==> config.mk <==
export PLATFORM = sky130hd
export DESIGN_NAME = pipeline_memp_router
export DESIGN_NICKNAME = d
export VERILOG_FILES = /design/src/rtl/memp_pkg.sv /design/src/rtl/memp_store_align.sv /design/src/rtl/pipeline_memp_router.sv
export SDC_FILE = /design/constraint.sdc
export NUM_CORES = 1
export LEC_CHECK = 0
export ABC_AREA = 1
export CAP_MARGIN = 15
export CORE_AREA = 2 2 191 193
export DETAILED_ROUTE_END_ITERATION = 8
export DIE_AREA = 0 0 193 195
export GPL_ROUTABILITY_DRIVEN = 0
export PLACE_DENSITY = 0.6
export SLEW_MARGIN = 20
export SYNTH_ARGS = -nofsm -noshare
export SYNTH_HDL_FRONTEND = slang
export SYNTH_SLANG_ARGS = --single-unit
==> constraint.sdc <==
create_clock -name clk -period 8.2 [get_ports clk]
set_clock_uncertainty 0.2 [all_clocks]
set_input_delay 0.82 -clock clk [delete_from_list [all_inputs] [get_ports clk]]
set_output_delay 0.82 -clock clk [all_outputs]
set_load 0.05 [all_outputs]
==> src/rtl/memp_pkg.sv <==
// Shared encodings, state type and helpers for the memory-prepare stage.
package memp_pkg;

    localparam int unsigned CTRL_W = 3;
    localparam int unsigned DATA_W = 64;
    localparam int unsigned STRB_W = 8;

    localparam logic [63:0] DRAM_BASE_ADDR = 64'h8000_0000;

    localparam logic [CTRL_W-1:0] LD_NONE = 3'd0;
    localparam logic [CTRL_W-1:0] LD_LB   = 3'd1;
    localparam logic [CTRL_W-1:0] LD_LBU  = 3'd2;
    localparam logic [CTRL_W-1:0] LD_LH   = 3'd3;
    localparam logic [CTRL_W-1:0] LD_LHU  = 3'd4;
    localparam logic [CTRL_W-1:0] LD_LW   = 3'd5;
    localparam logic [CTRL_W-1:0] LD_LWU  = 3'd6;
    localparam logic [CTRL_W-1:0] LD_LD   = 3'd7;

    localparam logic [CTRL_W-1:0] ST_NONE = 3'd0;
    localparam logic [CTRL_W-1:0] ST_SB   = 3'd1;
    localparam logic [CTRL_W-1:0] ST_SH   = 3'd2;
    localparam logic [CTRL_W-1:0] ST_SW   = 3'd3;
    localparam logic [CTRL_W-1:0] ST_SD   = 3'd4;

    typedef enum logic {
        MEMP_IDLE  = 1'b0,
        MEMP_ISSUE = 1'b1
    } memp_state_t;

    typedef enum logic [1:0] {
        SZ_B = 2'd0,
        SZ_H = 2'd1,
        SZ_W = 2'd2,
        SZ_D = 2'd3
    } mem_size_t;

    function automatic mem_size_t ld_size(input logic [CTRL_W-1:0] ctrl);
        case (ctrl)
            LD_LB, LD_LBU: return SZ_B;
            LD_LH, LD_LHU: return SZ_H;
            LD_LW, LD_LWU: return SZ_W;
            default:       return SZ_D;
        endcase
    endfunction

    function automatic mem_size_t st_size(input logic [CTRL_W-1:0] ctrl);
        case (ctrl)
            ST_SB:   return SZ_B;
            ST_SH:   return SZ_H;
            ST_SW:   return SZ_W;
            default: return SZ_D;
        endcase
    endfunction

    // Natural alignment: an access of 2^n bytes needs the low n address bits clear.
    function automatic logic size_misaligned(input mem_size_t sz, input logic [2:0] off);
        case (sz)
            SZ_B:    return 1'b0;
            SZ_H:    return off[0];
            SZ_W:    return (off[1:0] != 2'b00);
            default: return (off != 3'b000);
        endcase
    endfunction

endpackage

==> src/rtl/memp_store_align.sv <==
// Combinational store lane alignment: byte strobes, shifted write data, misalignment flag.
module memp_store_align
    import memp_pkg::*;
(
    input  logic [2:0]        off_i,
    input  logic [CTRL_W-1:0] rd_ctrl_i,
    input  logic [CTRL_W-1:0] wr_ctrl_i,
    input  logic [DATA_W-1:0] data_i,
    output logic [STRB_W-1:0] wstrb_c_o,
    output logic [DATA_W-1:0] wdata_c_o,
    output logic              misalign_c_o
);

    logic              ld_mis;
    logic              st_mis;
    logic [STRB_W-1:0] strb_base;
    logic [DATA_W-1:0] data_base;

    always_comb begin
        ld_mis       = (rd_ctrl_i != LD_NONE) && size_misaligned(ld_size(rd_ctrl_i), off_i);
        st_mis       = (wr_ctrl_i != ST_NONE) && size_misaligned(st_size(wr_ctrl_i), off_i);
        misalign_c_o = ld_mis | st_mis;
    end

    // Mask store data to the access size, then move it onto the addressed byte lanes.
    always_comb begin
        strb_base = '0;
        data_base = '0;
        case (st_size(wr_ctrl_i))
            SZ_B: begin
                strb_base = 8'h01;
                data_base = DATA_W'(data_i[7:0]);
            end
            SZ_H: begin
                strb_base = 8'h03;
                data_base = DATA_W'(data_i[15:0]);
            end
            SZ_W: begin
                strb_base = 8'h0F;
                data_base = DATA_W'(data_i[31:0]);
            end
            default: begin
                strb_base = 8'hFF;
                data_base = data_i;
            end
        endcase

        wstrb_c_o = '0;
        wdata_c_o = '0;
        if ((wr_ctrl_i != ST_NONE) && !misalign_c_o) begin
            wstrb_c_o = STRB_W'(strb_base << off_i);
            wdata_c_o = DATA_W'(data_base << {off_i, 3'b000});
        end
    end

endmodule

==> src/rtl/pipeline_memp_router.sv <==
// Memory-prepare pipeline stage: registers the EX request, routes it to an
// address-mapped channel over valid/ready and stalls upstream until accepted.
module pipeline_memp_router
    import memp_pkg::*;
#(
    parameter int unsigned              NUM_CH  = 2,
    parameter int unsigned              ADDR_W  = 64,
    parameter logic [NUM_CH*ADDR_W-1:0] CH_BASE = {ADDR_W'(DRAM_BASE_ADDR), ADDR_W'(0)},
    localparam int unsigned             CH_W    = (NUM_CH > 1) ? $clog2(NUM_CH) : 1
) (
    input  logic              clk,
    input  logic              reset,
    input  logic              stall,
    input  logic              flush,
    input  logic              valid_EXC,
    input  logic [63:0]       pc_EXC,
    input  logic              rf_wr_en_EXC,
    input  logic [1:0]        rf_wr_sel_EXC,
    input  logic [4:0]        rd_EXC,
    input  logic [ADDR_W-1:0] alu_result_EXC,
    input  logic [CTRL_W-1:0] dm_rd_ctrl_EXC,
    input  logic [CTRL_W-1:0] dm_wr_ctrl_EXC,
    input  logic [DATA_W-1:0] reg_data2_EXC,
    output logic [NUM_CH-1:0] req_valid,
    input  logic [NUM_CH-1:0] req_ready,
    output logic [ADDR_W-1:0] req_addr,
    output logic [DATA_W-1:0] req_wdata,
    output logic [STRB_W-1:0] req_wstrb,
    output logic [CTRL_W-1:0] req_rd_ctrl,
    output logic [CTRL_W-1:0] req_wr_ctrl,
    output logic              hold_req,
    output logic              valid_MEMP,
    output logic [63:0]       pc_MEMP,
    output logic              rf_wr_en_MEMP,
    output logic [1:0]        rf_wr_sel_MEMP,
    output logic [4:0]        rd_MEMP,
    output logic [ADDR_W-1:0] alu_result_MEMP,
    output logic [CH_W-1:0]   ch_sel_MEMP,
    output logic              misalign_MEMP
);

    memp_state_t       state_q, state_d;
    logic              valid_q, valid_d;
    logic [63:0]       pc_q, pc_d;
    logic              rf_wr_en_q, rf_wr_en_d;
    logic [1:0]        rf_wr_sel_q, rf_wr_sel_d;
    logic [4:0]        rd_q, rd_d;
    logic [ADDR_W-1:0] addr_q, addr_d;
    logic [CTRL_W-1:0] rd_ctrl_q, rd_ctrl_d;
    logic [CTRL_W-1:0] wr_ctrl_q, wr_ctrl_d;
    logic [DATA_W-1:0] wdata_q, wdata_d;
    logic [STRB_W-1:0] wstrb_q, wstrb_d;
    logic [CH_W-1:0]   ch_sel_q, ch_sel_d;
    logic              misalign_q, misalign_d;

    logic              capture_c;
    logic              accept_c;
    logic              mem_op_c;
    logic              go_issue_c;
    logic              al_mis_c;
    logic [STRB_W-1:0] al_wstrb_c;
    logic [DATA_W-1:0] al_wdata_c;
    logic [CH_W-1:0]   ch_dec_c;

    memp_store_align u_align (
        .off_i        (alu_result_EXC[2:0]),
        .rd_ctrl_i    (dm_rd_ctrl_EXC),
        .wr_ctrl_i    (dm_wr_ctrl_EXC),
        .data_i       (reg_data2_EXC),
        .wstrb_c_o    (al_wstrb_c),
        .wdata_c_o    (al_wdata_c),
        .misalign_c_o (al_mis_c)
    );

    // Bases ascend, so the last matching channel is the highest one.
    always_comb begin
        ch_dec_c = '0;
        for (int unsigned i = 1; i < NUM_CH; i++) begin
            if (alu_result_EXC >= CH_BASE[i*ADDR_W +: ADDR_W]) begin
                ch_dec_c = CH_W'(i);
            end
        end
    end

    always_comb begin
        req_valid = '0;
        for (int unsigned i = 0; i < NUM_CH; i++) begin
            req_valid[i] = (state_q == MEMP_ISSUE) && (ch_sel_q == CH_W'(i));
        end
    end

    // Hold drops on the acceptance cycle so the next instruction can be taken back-to-back.
    assign accept_c   = |(req_valid & req_ready);
    assign hold_req   = (state_q == MEMP_ISSUE) & ~accept_c;
    assign capture_c  = ~stall & ~hold_req;
    assign mem_op_c   = valid_EXC & ~flush & ((dm_rd_ctrl_EXC != LD_NONE) | (dm_wr_ctrl_EXC != ST_NONE));
    assign go_issue_c = capture_c & mem_op_c & ~al_mis_c;

    always_comb begin
        state_d = state_q;
        case (state_q)
            MEMP_IDLE: begin
                if (go_issue_c) state_d = MEMP_ISSUE;
            end
            MEMP_ISSUE: begin
                if (accept_c) state_d = go_issue_c ? MEMP_ISSUE : MEMP_IDLE;
            end
            default: state_d = MEMP_IDLE;
        endcase
    end

    // Stage fields only move on capture, which keeps the payload stable during ISSUE.
    always_comb begin
        valid_d     = valid_q;
        pc_d        = pc_q;
        rf_wr_en_d  = rf_wr_en_q;
        rf_wr_sel_d = rf_wr_sel_q;
        rd_d        = rd_q;
        addr_d      = addr_q;
        rd_ctrl_d   = rd_ctrl_q;
        wr_ctrl_d   = wr_ctrl_q;
        wdata_d     = wdata_q;
        wstrb_d     = wstrb_q;
        ch_sel_d    = ch_sel_q;
        misalign_d  = misalign_q;
        if (capture_c) begin
            valid_d     = valid_EXC & ~flush;
            pc_d        = pc_EXC;
            rf_wr_en_d  = rf_wr_en_EXC & ~(mem_op_c & al_mis_c);
            rf_wr_sel_d = rf_wr_sel_EXC;
            rd_d        = rd_EXC;
            addr_d      = alu_result_EXC;
            rd_ctrl_d   = dm_rd_ctrl_EXC;
            wr_ctrl_d   = dm_wr_ctrl_EXC;
            wdata_d     = mem_op_c ? al_wdata_c : '0;
            wstrb_d     = mem_op_c ? al_wstrb_c : '0;
            ch_sel_d    = ch_dec_c;
            misalign_d  = mem_op_c & al_mis_c;
        end
    end

    always_ff @(posedge clk or posedge reset) begin
        if (reset) begin
            state_q     <= MEMP_IDLE;
            valid_q     <= 1'b0;
            pc_q        <= '0;
            rf_wr_en_q  <= 1'b0;
            rf_wr_sel_q <= '0;
            rd_q        <= '0;
            addr_q      <= '0;
            rd_ctrl_q   <= '0;
            wr_ctrl_q   <= '0;
            wdata_q     <= '0;
            wstrb_q     <= '0;
            ch_sel_q    <= '0;
            misalign_q  <= 1'b0;
        end else begin
            state_q     <= state_d;
            valid_q     <= valid_d;
            pc_q        <= pc_d;
            rf_wr_en_q  <= rf_wr_en_d;
            rf_wr_sel_q <= rf_wr_sel_d;
            rd_q        <= rd_d;
            addr_q      <= addr_d;
            rd_ctrl_q   <= rd_ctrl_d;
            wr_ctrl_q   <= wr_ctrl_d;
            wdata_q     <= wdata_d;
            wstrb_q     <= wstrb_d;
            ch_sel_q    <= ch_sel_d;
            misalign_q  <= misalign_d;
        end
    end

    assign req_addr        = addr_q;
    assign req_wdata       = wdata_q;
    assign req_wstrb       = wstrb_q;
    assign req_rd_ctrl     = rd_ctrl_q;
    assign req_wr_ctrl     = wr_ctrl_q;
    assign valid_MEMP      = valid_q;
    assign pc_MEMP         = pc_q;
    assign rf_wr_en_MEMP   = rf_wr_en_q;
    assign rf_wr_sel_MEMP  = rf_wr_sel_q;
    assign rd_MEMP         = rd_q;
    assign alu_result_MEMP = addr_q;
    assign ch_sel_MEMP     = ch_sel_q;
    assign misalign_MEMP   = misalign_q;

endmodule
==> results.rst <==
.. list-table::
   :header-rows: 1

   * - Metric
     - Value
   * - Root Driver
     - sky130_fd_sc_hd__clkbuf_16
   * - FILL cells
     - 3,451
   * - Gate count after technology mapping
     - 1,469
   * - Sequential cell area in the final layout
     - 0.00546 mm2
   * - IO Pins
     - 497
   * - Clock tree from TritonCTS
     - done
   * - Net switching component of the power
     - 1.26 mW
   * - Detailed Routing Iterations Pass 1
     - 5
   * - Worst Setup Start Kind
     - input pin
   * - Total die area
     - 0.0376 mm2
   * - IR drop worst, VDD
     - 0.148 mV
   * - Post-detailed-route wirelength per cell
     - 19.4 um
   * - Top cell family by delay on the critical path
     - buffers and inverters
   * - Cell depth of the worst flop-to-flop path
     - 9
   * - Register-to-Register Setup Slack
     - 5.22 ns
   * - Hold path startpoint
     - pc_MEMP[38]$_DFFE_PP0P_
   * - Fraction of the cycle the final worst path needs
     - 0.433
   * - Later-pin clock latency in the skew report
     - 0.53 ns
   * - Number of antenna-violating nets in the routed design
     - 0
   * - Initial Utilization
     - 0.311
   * - Via count of the first global-routing pass
     - 10,700
   * - CP required
     - 8.42 ns
   * - Sw Ratio
     - 0.361
   * - Worst Hold End
     - pc_MEMP[38]$_DFFE_PP0P_
   * - Status
     - finished, final reports clean
   * - Signed area change from the synthesized netlist to the final layout
     - 51.1%
   * - Internal power
     - 2.23 mW
   * - Maximum clock frequency
     - 282 MHz
   * - R2R Path Start
     - ch_sel_MEMP$_DFFE_PP0P_
   * - Fraction of final layout cells with drive strength greater than 1
     - 0.0395
   * - TritonCTS sink count
     - 218
   * - Power density of the placed cells
     - 210 mW/mm2
   * - Synth async-reset ratio
     - 1.00
   * - Arrival @ worst endpoint
     - 3.77 ns
   * - Final Core Density
     - 0.470
   * - Post-CTS Setup Inserts
     - 0
   * - Power share of the sequential group
     - 0.350
   * - First-pass GRT wire length
     - 66.4 mm
   * - Vias per inst
     - 4.83
   * - Predominant post-synthesis flop cell
     - sky130_fd_sc_hd__dfrtp_1
   * - Antenna violations before repair
     - 1
   * - Drt first-iter violations
     - 906
   * - Global-route total usage across every layer
     - 0.232
   * - Setup Viol. Count Final
     - 0
   * - Cell breakdown of the critical path
     - clkdlybuf4s50_1 > buf_4 > clkinv_1 > nand3_1 > nand2_1 > inv_1 > nand2_2 > nand3_4 > nor2_8 > nand2_1 > nand2_1
   * - Post-synth cell types
     - 28
   * - Flip-flop and latch count after synthesis
     - 218
   * - Hold-fix buffers, CTS
     - 0
   * - Clock-pin slew of the registers on the worst-case setup and hold paths
     - 0.06 ns
   * - Vias after detailed routing
     - 11,300
   * - Capture instance of the worst register-to-register path
     - pc_MEMP[4]$_DFFE_PP0P_
   * - Number of cells upsized or downsized after cts
     - 0
   * - Max capacitance violation total
     - 0
   * - Cell area after technology mapping
     - 0.0110 mm2
   * - Type of destination of the critical path
     - flip-flop
   * - CP max stage cell
     - sky130_fd_sc_hd__clkinv_1
   * - Crit Path Max Fanout
     - 41
   * - Row count
     - 69
   * - Net count after synthesis
     - 1,682
   * - H-tree level count
     - 1
   * - Bufs and invs on worst path
     - 4
   * - Type of the setup path with the least slack
     - in -> reg
   * - CP peak stage delay
     - 0.98 ns
   * - Buffers from clock root to sink, at most
     - 3
   * - RSZ-0062 raised after global routing
     - false
   * - Detailed-route DRC error count
     - 0
   * - Number of cells on the critical path
     - 11
   * - Post-layout min period
     - 3.55 ns
   * - Area of combinational cells with multiple inputs
     - 0.00442 mm2
   * - Register area share after synthesis
     - 0.496
   * - Routed Wire Length
     - 45.4 mm
   * - Min-Delay Path Depth
     - 2
   * - Warnings, synthesis
     - 0
   * - Final hold vios
     - 0
   * - Maximum number of pins on one net before global-route repair
     - 140
   * - Synth area leaders
     - sky130_fd_sc_hd__dfrtp_1 50%, sky130_fd_sc_hd__nand2_1 24%, sky130_fd_sc_hd__nand3_1 8.8%
   * - Summed negative setup slack over all endpoints
     - 0 ns
   * - Nets@finish
     - 2,067
   * - Top cells by count, synth
     - 717 x sky130_fd_sc_hd__nand2_1, 218 x sky130_fd_sc_hd__dfrtp_1, 193 x sky130_fd_sc_hd__nand3_1
   * - Clock power frac
     - 0.338
   * - CP most frequent cell
     - sky130_fd_sc_hd__nand2_1
   * - Width of the die
     - 193 um
   * - Die extent in y
     - 195 um
   * - Number of flops mapped to enable cells by yosys
     - 0
   * - Average cell area after synthesis
     - 7.49 um2
   * - Clock buffers created by TritonCTS
     - 27
   * - Count of pins over their slew limit
     - 0
   * - Class of the tightest hold or removal check
     - reg -> reg
   * - Core Region
     - 0.0354 mm2
   * - Leakage power of the design
     - 8.10 nW
   * - Max-Slew Margin vs Limit
     - 0.272
   * - Hpwl dp
     - 32.9 mm
   * - Portion of synthesized cell area occupied by the leading cell type
     - 0.496
   * - Transition time of the tightest slew-check pin
     - 1.09 ns
   * - Most area-hungry cell type in the Yosys netlist
     - sky130_fd_sc_hd__dfrtp_1
   * - Most common cell in the synthesized netlist
     - sky130_fd_sc_hd__nand2_1
   * - Combinational fraction of design power
     - 0.313
   * - Total global routing overflow
     - 0
   * - I/O Buffers
     - 496
kinds of logic (layout without fill, tap and decap cells):
family,count (synthesis),count (layout),share of synthesized area
buf+inv,212,618,0.103
compound gates,78,78,0.0364
flops,218,218,0.496
simple gates,961,961,0.364
other cells,0,1,0
routing by layer:
metal	routed length (um)	vias to the layer above	part of all wire	track usage
met1	17200	5280	0.38	0.279
met3	3950	94	0.087	0.0474
met4	1800	0	0.040	0.0875
met2	22500	563	0.49	0.404
li1	-	5340	-	-
met5	0	-	0	0
state kept, by name, indices dropped and copies added (netlist names):
signal and cells:
req_rd_ctrl 3, state_q 1, valid_MEMP 1, rf_wr_en_MEMP 1
rd_MEMP 5, rf_wr_sel_MEMP 2, ch_sel_MEMP 1, req_wr_ctrl 3
pc_MEMP 64, alu_result_MEMP 64, req_wstrb 8, req_wdata 64
misalign_MEMP 1
power groups by stage:
| stage | Sequential [mW] | Clock (mW) | Combinational (mW) |
|---|---|---|---|
| floorplan | 1.52 | 0 | 0.394 |
| global placement | 1.23 | 0 | 1.09 |
| global route | 1.23 | 1.26 | 1.14 |
| finish | 1.22 | 1.18 | 1.09 |
| detailed placement | 1.24 | 0 | 1.09 |
| CTS | 1.22 | 1.21 | 1.09 |
per-stage QoR:
step                      std cells  hold slack [ns]  area (um2)  power, mW  setup WS [ns]
after global placement         2285            0.261       15700       2.32           4.17
after global routing           2337            0.293       16600       3.63           4.42
after floorplan                1469            0.556       11000       1.92           1.22
after CTS                      2335            0.280       16600       3.52           4.71
final                          2337            0.276       16600       3.49           4.65
after detailed placement       2285            0.264       15700       2.33           4.15
worst reg2reg max path, stage by stage (launching register included):
cell and delay [ns]:
sky130_fd_sc_hd__dfrtp_1 0.42, sky130_fd_sc_hd__nand2_1 0.08, sky130_fd_sc_hd__inv_1 0.05, sky130_fd_sc_hd__nand2_1 0.13
sky130_fd_sc_hd__nand3b_4 0.63, sky130_fd_sc_hd__clkinv_2 0.40, sky130_fd_sc_hd__buf_4 0.38, sky130_fd_sc_hd__buf_16 0.34
sky130_fd_sc_hd__nand2_1 0.20, sky130_fd_sc_hd__nand2_1 0.09
worst max-delay path by stage:
| stage | from | endpoint |
|---|---|---|
| 2_1_floorplan | reset | alu_result_MEMP[0]$_DFFE_PP0P_ |
| 3_3_place_gp | alu_result_EXC[2] | req_wstrb[1]$_DFFE_PP0P_ |
| 3_5_place_dp | alu_result_EXC[0] | req_wstrb[1]$_DFFE_PP0P_ |
| 4_1_cts | alu_result_EXC[0] | req_wstrb[1]$_DFFE_PP0P_ |
| 5_1_grt | alu_result_EXC[2] | req_wdata[23]$_DFFE_PP0P_ |
| 6_report | alu_result_EXC[2] | req_wdata[26]$_DFFE_PP0P_ |
area by class of cell:
cell class,instances,area share
antenna,1,0.000151
clock buffer,47,0.0500
clock inverter,3,0.00263
inverter,61,0.0143
multi-input combinational,1039,0.266
sequential,218,0.328
tap,461,0.0347
timing repair buffer,507,0.304
cell usage in the layout, fill, tap and decap left out, types with 2 or more instances in the layout:
cell type	synthesis	final
sky130_fd_sc_hd__a21oi_1	10	10
sky130_fd_sc_hd__a31oi_1	3	3
sky130_fd_sc_hd__buf_2	25	2
sky130_fd_sc_hd__buf_4	64	9
sky130_fd_sc_hd__clkbuf_1	46	12
sky130_fd_sc_hd__clkbuf_16	0	27
sky130_fd_sc_hd__clkbuf_8	0	8
sky130_fd_sc_hd__clkdlybuf4s50_1	0	494
sky130_fd_sc_hd__clkinv_1	2	2
sky130_fd_sc_hd__clkinv_2	0	2
sky130_fd_sc_hd__dfrtp_1	218	218
sky130_fd_sc_hd__inv_1	56	54
sky130_fd_sc_hd__inv_2	3	3
sky130_fd_sc_hd__nand2_1	717	717
sky130_fd_sc_hd__nand2_2	2	2
sky130_fd_sc_hd__nand3_1	193	193
sky130_fd_sc_hd__nand3_2	10	10
sky130_fd_sc_hd__nand4_1	8	8
sky130_fd_sc_hd__nor2_1	22	22
sky130_fd_sc_hd__nor2_8	2	2
sky130_fd_sc_hd__nor4_1	2	2
sky130_fd_sc_hd__o21ai_0	63	63
Note: power is estimated with default switching activity, not from simulation.
